[config.mk]
export PLATFORM = sky130hd
export DESIGN_NAME = can_tx_fetch
export DESIGN_NICKNAME = d
export VERILOG_FILES = /design/src/rtl/can_tx_fetch_pkg.sv /design/src/rtl/can_tx_fetch.sv
export SDC_FILE = /design/constraint.sdc
export NUM_CORES = 1
export LEC_CHECK = 0
export ABC_AREA = 1
export BUFFER_PORTS_ARGS = -buffer_cell sky130_fd_sc_hd__buf_2
export CORE_MARGIN = 4
export CORE_UTILIZATION = 53
export DETAILED_ROUTE_END_ITERATION = 10
export GPL_TIMING_DRIVEN = 0
export HOLD_SLACK_MARGIN = 0.03
export PLACE_DENSITY = 0.78
export SLEW_MARGIN = 40
export SYNTH_ARGS = -nofsm -noshare
export SYNTH_HDL_FRONTEND = slang
export SYNTH_SLANG_ARGS = --single-unit
[constraint.sdc]
create_clock -name sys_clk -period 2.25 [get_ports sys_clk]
set_clock_uncertainty 0.1 [all_clocks]
set_input_delay 0.45 -clock sys_clk [delete_from_list [all_inputs] [get_ports sys_clk]]
set_output_delay 0.45 -clock sys_clk [all_outputs]
set_load 0.05 [all_outputs]
[src/rtl/can_tx_fetch_pkg.sv]
// Shared types and constants for the CAN transmit-frame fetch stage:
// FSM states, register map of the TX FIFO / HPB message words, and DLC helpers.
package can_tx_fetch_pkg;

  typedef enum logic [2:0] {
    ST_IDLE = 3'd0,
    ST_REQ  = 3'd1,
    ST_GAP  = 3'd2,
    ST_DONE = 3'd3,
    ST_ERR  = 3'd4
  } fetch_state_e;

  localparam logic [7:0] FIFO_ID_ADDR  = 8'h30;
  localparam logic [7:0] FIFO_DLC_ADDR = 8'h34;
  localparam logic [7:0] FIFO_DW1_ADDR = 8'h38;
  localparam logic [7:0] FIFO_DW2_ADDR = 8'h3C;
  localparam logic [7:0] HPB_ID_ADDR   = 8'h40;
  localparam logic [7:0] HPB_DLC_ADDR  = 8'h44;
  localparam logic [7:0] HPB_DW1_ADDR  = 8'h48;
  localparam logic [7:0] HPB_DW2_ADDR  = 8'h4C;
  localparam logic [7:0] WORD_STRIDE   = 8'h04;

  localparam int         DLC_MSB = 31;
  localparam int         DLC_LSB = 28;
  localparam logic [3:0] DLC_MAX = 4'd8;

  function automatic logic [3:0] dlc_clamp(input logic [3:0] raw);
    if (raw > DLC_MAX) return DLC_MAX;
    else return raw;
  endfunction

  // Number of data words still to read once the DLC is known.
  function automatic logic [1:0] dlc_data_words(input logic [3:0] dlc);
    if (dlc == 4'd0) return 2'd0;
    else if (dlc <= 4'd4) return 2'd1;
    else return 2'd2;
  endfunction

endpackage

[src/rtl/can_tx_fetch.sv]
// Fetches one CAN frame (ID, DLC, data words) over the DEMUX read port and hands it downstream.
// Optional feature macro: CAN_TX_HPB_EN (honour hpb_req with priority over tx_req).
module can_tx_fetch
  import can_tx_fetch_pkg::*;
#(
  parameter int TIMEOUT_CYCLES = 15
) (
  input  logic        sys_clk,
  input  logic        IP2Can_reset,
  input  logic        tx_req,
  input  logic        hpb_req,
  output logic        DEMUX2Can_CS,
  output logic [7:0]  DEMUX2Can_addr,
  input  logic [31:0] Can2DEMUX_data,
  input  logic        Can2DEMUX_ack,
  output logic        frame_valid,
  input  logic        frame_ready,
  output logic [31:0] frame_id,
  output logic [3:0]  frame_dlc,
  output logic [63:0] frame_data,
  output logic        frame_is_hpb,
  output logic        fetch_error,
  output logic        busy
);

  localparam logic [7:0] TO_LAST = 8'(TIMEOUT_CYCLES - 1);

  fetch_state_e state_r;
  fetch_state_e next_state_s;
  logic         cs_r;
  logic [7:0]   addr_r;
  logic [1:0]   idx_r;
  logic [7:0]   cnt_r;
  logic [31:0]  id_r;
  logic [31:0]  dw1_r;
  logic [31:0]  dw2_r;
  logic [3:0]   dlc_r;
  logic         is_hpb_r;
  logic         valid_r;
  logic         err_r;
  logic         busy_r;
  logic         hpb_sel_s;
  logic         start_s;
  logic         last_word_s;
  logic [3:0]   rx_dlc_s;

`ifdef CAN_TX_HPB_EN
  assign hpb_sel_s = hpb_req;
`else
  logic unused_hpb_req_s;
  assign unused_hpb_req_s = hpb_req;
  assign hpb_sel_s        = 1'b0;
`endif

  assign start_s  = hpb_sel_s | tx_req;
  assign rx_dlc_s = dlc_clamp(Can2DEMUX_data[DLC_MSB:DLC_LSB]);

  // Decide whether the word being acknowledged is the last one this frame needs.
  always_comb begin
    last_word_s = 1'b1;
    case (idx_r)
      2'd0:    last_word_s = 1'b0;
      2'd1:    last_word_s = (dlc_data_words(rx_dlc_s) == 2'd0);
      2'd2:    last_word_s = (dlc_data_words(dlc_r) == 2'd1);
      default: last_word_s = 1'b1;
    endcase
  end

  // Next-state logic of the fetch FSM.
  always_comb begin
    next_state_s = state_r;
    case (state_r)
      ST_IDLE: begin
        if (start_s) next_state_s = ST_REQ;
        else next_state_s = ST_IDLE;
      end
      ST_REQ: begin
        if (Can2DEMUX_ack) begin
          if (last_word_s) next_state_s = ST_DONE;
          else next_state_s = ST_GAP;
        end else if (cnt_r == TO_LAST) begin
          next_state_s = ST_ERR;
        end else begin
          next_state_s = ST_REQ;
        end
      end
      ST_GAP:  next_state_s = ST_REQ;
      ST_DONE: begin
        if (frame_ready) next_state_s = ST_IDLE;
        else next_state_s = ST_DONE;
      end
      ST_ERR:  next_state_s = ST_IDLE;
      default: next_state_s = ST_IDLE;
    endcase
  end

  // State register, registered strobes and frame capture registers.
  always_ff @(posedge sys_clk) begin
    if (IP2Can_reset) begin
      state_r  <= ST_IDLE;
      cs_r     <= 1'b0;
      addr_r   <= 8'h00;
      idx_r    <= 2'd0;
      cnt_r    <= 8'd0;
      id_r     <= 32'h0;
      dw1_r    <= 32'h0;
      dw2_r    <= 32'h0;
      dlc_r    <= 4'd0;
      is_hpb_r <= 1'b0;
      valid_r  <= 1'b0;
      err_r    <= 1'b0;
      busy_r   <= 1'b0;
    end else begin
      state_r <= next_state_s;
      cs_r    <= (next_state_s == ST_REQ);
      valid_r <= (next_state_s == ST_DONE);
      err_r   <= (next_state_s == ST_ERR);
      busy_r  <= (next_state_s != ST_IDLE);
      case (state_r)
        ST_IDLE: begin
          if (start_s) begin
            addr_r   <= hpb_sel_s ? HPB_ID_ADDR : FIFO_ID_ADDR;
            is_hpb_r <= hpb_sel_s;
            idx_r    <= 2'd0;
            cnt_r    <= 8'd0;
            id_r     <= 32'h0;
            dw1_r    <= 32'h0;
            dw2_r    <= 32'h0;
            dlc_r    <= 4'd0;
          end
        end
        ST_REQ: begin
          if (Can2DEMUX_ack) begin
            cnt_r <= 8'd0;
            case (idx_r)
              2'd0:    id_r  <= Can2DEMUX_data;
              2'd1:    dlc_r <= rx_dlc_s;
              2'd2:    dw1_r <= Can2DEMUX_data;
              default: dw2_r <= Can2DEMUX_data;
            endcase
          end else if (next_state_s == ST_ERR) begin
            // An aborted fetch must not leave a partial frame behind.
            cnt_r    <= 8'd0;
            id_r     <= 32'h0;
            dw1_r    <= 32'h0;
            dw2_r    <= 32'h0;
            dlc_r    <= 4'd0;
            is_hpb_r <= 1'b0;
          end else begin
            cnt_r <= cnt_r + 8'd1;
          end
        end
        ST_GAP: begin
          idx_r  <= idx_r + 2'd1;
          addr_r <= addr_r + WORD_STRIDE;
        end
        default: begin
        end
      endcase
    end
  end

  assign DEMUX2Can_CS   = cs_r;
  assign DEMUX2Can_addr = addr_r;
  assign frame_valid    = valid_r;
  assign frame_id       = id_r;
  assign frame_dlc      = dlc_r;
  assign frame_data     = {dw1_r, dw2_r};
  assign frame_is_hpb   = is_hpb_r;
  assign fetch_error    = err_r;
  assign busy           = busy_r;

endmodule

==> flow_results.org <==
** Outcome
- The flow ran to the end, and the final reports show no timing, DRC or antenna violations.

** Finish
- In the final layout, the share of cells above drive strength 1 is 0.202.
- In the final design database the tool counted 1,128 nets.
- Antenna Cells :: 0
- Core occupancy in the finished layout :: 0.696
- The layout has 939 filler cells.
- Fin cells :: 1,232
- In the final layout, the multi-input gates occupy 2400 sq um.
- Registers take 2460 sq um.
- Post-synthesis to final-layout area growth :: 26.1%

** STA
- The number of hold violations in the final report came to 0.
- For the pin with the worst max-slew slack, the measured transition is 0.615 ns.
- For this run, the top clock speed supported by timing is 482 MHz.
- Max-slew violation count :: 0
- In this run the tightest slew margin relative to its limit is 0.590.
- Hold slack :: 0.185 ns
- The routed design could run at a clock period as short as 2.07 ns.
- After routing, the total negative slack on setup checks comes to 0 ns.
- Setup repair after global routing missed its margin :: no
- Dividing the final minimum period by the clock period gives 0.922.
- Final setup violation count :: 0

** Die
- The floorplan step defined a die boundary enclosing 12,600 sq um.
- The die is 112 um tall.
- The floorplan has 37 rows.
- Initial cell density of the core :: 0.551
- Placeable Area :: 10,500 sq um
- The die is 112 um wide.
- Pin placement for this block handled 151 I/O pins.

** Detailed routing
- Dividing the detail-routed wire length by the instance count gives 13.2 um.
- In the routed design, unresolved DRC markers number 0.
- Final WL :: 16,200 um
- The routed layout has 5,934 vias.
- Post-detailed-route count of antenna-violating nets :: 0
- Before antenna repair, the detailed router went through 5 iterations.
- Detailed router's first-iteration violation count :: 364
- Using the TritonRoute via totals, the vias-per-cell ratio works out to 4.82.

** Clock tree
- Counting every sink on the clock net gives 123.
- Clock-pin slew was measured on the worst setup and hold paths at 0.07 ns.
- The clock reaches the later pin of the worst-skew pair after 0.52 ns.
- Clock buffers created by TritonCTS :: 17
- The clock tree synthesis step divided the H-tree into 4 levels.
- TritonCTS built the clock tree.
- The tree is rooted in a clkbuf_8.
- Maximum buffer depth of the clock tree :: 2
- Once the clock tree was built, the setup fixing pass inserted 0 buffers.
- For this design, the CTS-stage hold fixing added 0 buffers.

** Placement
- Detailed placement ended at an HPWL of 11,500 um.
- Final GP Congestion :: 0.867
- Placed insts :: 1,200
- Port buffer count :: 145

** Worst setup path
- The worst register-to-register path begins at state_r[2].
- Critical path start-end classification :: register to register
- The critical path goes through inv_2, nand3_2, nor2_2, nand2_1, nand3_2, buf_2, nand2_1, nand2_1, nor2_1.
- The worst setup path is launched from a register.
- The worst setup path is captured at a register.
- Signal arrival time at the worst endpoint :: 2.39 ns
- Terminus of the critical flop-to-flop path :: frame_id[28]
- Counting stages on the worst path, the most repeated cell is nand2_1.
- Worst-path fanout max :: 10
- For this run, the slowest stage of the critical path takes 0.36 ns.
- Setup slack on the worst reg-to-reg path comes out at 0.18 ns.
- Required time at the endpoint of the critical path :: 2.57 ns
- The largest individual stage delay along the critical path comes from the cell nor2_2.
- The number of cells on the worst reg-to-reg path is 9.

** Power
- Fraction of power spent switching nets :: 0.383
- Psw :: 2.89 mW
- Of the total power, registers draw 0.339.
- For this design the ratio of total power to cell area is 1040 nW/um^2.
- The worst-case IR drop observed on VDD is 0.000597 V.
- The internal power of the cells totals 4.66 mW.
- The design draws 7.55 mW.
- Part of the power in combinational logic :: 0.290
- For this design the static power due to leakage is 4.20 nW.
- The share of total power dissipated in the clock network is 0.371.

** Yosys
- Yosys instantiated no cell more often than nand2_1.
- By count the netlist is led by nand2_1 (266), nor2_1 (197), inv_1 (176).
- Syn avg cell area :: 6.29 sq um
- Yosys mapped a number of flops with a built-in enable equal to 0.
- The synthesized design spends more area on one cell type than any other, namely dfxtp_1.
- The share of synthesized area in the top cell type comes to 0.427.
- Cell area after synthesis :: 5770 sq um
- Counting flops and latches in the post-synthesis netlist gives 123.
- Dominant cells by area after synthesis :: dfxtp_1 (43%), nand2_1 (17%), nor2_1 (13%)
- Of all flip-flops after synthesis, the portion carrying an async set or reset was 0.
- After synthesis, the netlist uses 28 different library cells.
- Most frequently used flop master after synthesis :: dfxtp_1
- Number of instances in the synthesized netlist :: 917
- For this run, the number of Yosys warnings is 0.
- Fraction of the yosys area taken by sequential cells :: 0.427

** GRT
- GRT Overall Usage :: 0.257
- Number of global-route vias before repair :: 5,589
- Largest net degree at the start of global routing :: 17
- After global routing the overflow that remains totals 0.
- The number of antenna violations at the first check in global routing was 0.
- The first global-routing pass estimated 26,300 um of wire.

** Min path
- In this run the most critical hold path is launched from Can2DEMUX_data[23].
- The worst hold path belongs to the class primary input to register.
- Counting instances, the worst hold path has a depth of 5.
- The path with the worst hold slack has its endpoint at dw1_r[23].

** Flow run
- Max-cap violations in this run came to 0.
-- layer usage --
layer / track usage / vias to the layer above / part of all wire
met4: 0.0841 / 0 / 0.020
met1: 0.331 / 2629 / 0.43
li1: - / 3019 / -
met2: 0.422 / 254 / 0.46
met3: 0.0679 / 32 / 0.091
met5: 0 / - / 0
-- how the worst max path moves through the flow --
stage	startpoint	endpoint	slack (ns)	depth (start not counted)
floorplan	cnt_r[0]	dw1_r[19]	0.63	12
global placement	Can2DEMUX_ack	frame_id[20]	0.15	9
detailed placement	Can2DEMUX_ack	frame_id[30]	0.12	9
CTS	cnt_r[0]	dw2_r[29]	0.15	10
global route	state_r[2]	frame_id[20]	0.07	9
finish	state_r[2]	frame_id[28]	0.18	9
-- layout make-up --
class                   count  share of cell area
clock inverters            14              0.0253
inverters                 185              0.0954
repair buffers            145              0.0997
multi-input cells         565               0.330
clock buffers              18              0.0574
well taps                 136              0.0234
plain buffers              46              0.0303
flip-flops and latches    123               0.338
-- state kept, by name, indices dropped and copies added (netlist names) --
signal and flops:
dw2_r 32, frame_id 32, frame_dlc 4, dw1_r 32
cnt_r 8, DEMUX2Can_addr 6, DEMUX2Can_CS 1, fetch_error 1
frame_valid 1, idx_r 2, state_r 3, busy 1
-- layout by cell type (no fill, tap or decap), types with 5 or more instances in the layout --
| master | netlist | layout |
|---|---|---|
| buf_2 | 20 | 165 |
| nand3_2 | 5 | 5 |
| o21ai_0 | 11 | 11 |
| inv_1 | 176 | 176 |
| inv_6 | 0 | 5 |
| a21oi_1 | 12 | 12 |
| nand2_1 | 266 | 266 |
| clkbuf_16 | 0 | 16 |
| dfxtp_1 | 123 | 123 |
| inv_2 | 9 | 9 |
| clkbuf_1 | 20 | 20 |
| nor2_1 | 197 | 197 |
| nand4_1 | 36 | 36 |
| ha_1 | 7 | 7 |
| nand3_1 | 15 | 15 |
-- power by group through the flow --
stage / sequential [mW] / clock, mW / combinational [mW]
3_3_place_gp: 2.60 / 0 / 2.14
3_5_place_dp: 2.60 / 0 / 2.16
6_report: 2.56 / 2.80 / 2.19
2_1_floorplan: 3.40 / 0 / 0.846
4_1_cts: 2.56 / 2.82 / 2.19
5_1_grt: 2.58 / 2.91 / 2.40
-- what timing repair did --
item	CTS	global route
endpoints found under the hold margin	0	0
resized for setup	0	3
setup endpoints to repair	0	5
-- through the flow --
stage          worst slack (ns)  area [sq um]
2_1_floorplan             0.626          5780
3_3_place_gp              0.148          6670
3_5_place_dp              0.118          6670
4_1_cts                   0.154          7270
5_1_grt                  0.0691          7280
6_report                  0.176          7280
-- critical path: cells and delay by family, from the launching register on --
| kind | cells | cell delay, ns |
|---|---|---|
| AND/OR/NAND/NOR | 7 | 1.16 |
| flip-flops | 1 | 0.31 |
| buffers and inverters | 2 | 0.39 |
-- cells by family after synthesis --
group	synth area share
simple gates	0.374
compound gates	0.0236
other cells	0.000650
flops	0.427
fa+ha+maj	0.0152
xor+xnor	0.00152
buf+inv	0.158
Note: power is estimated with default switching activity, not from simulation.
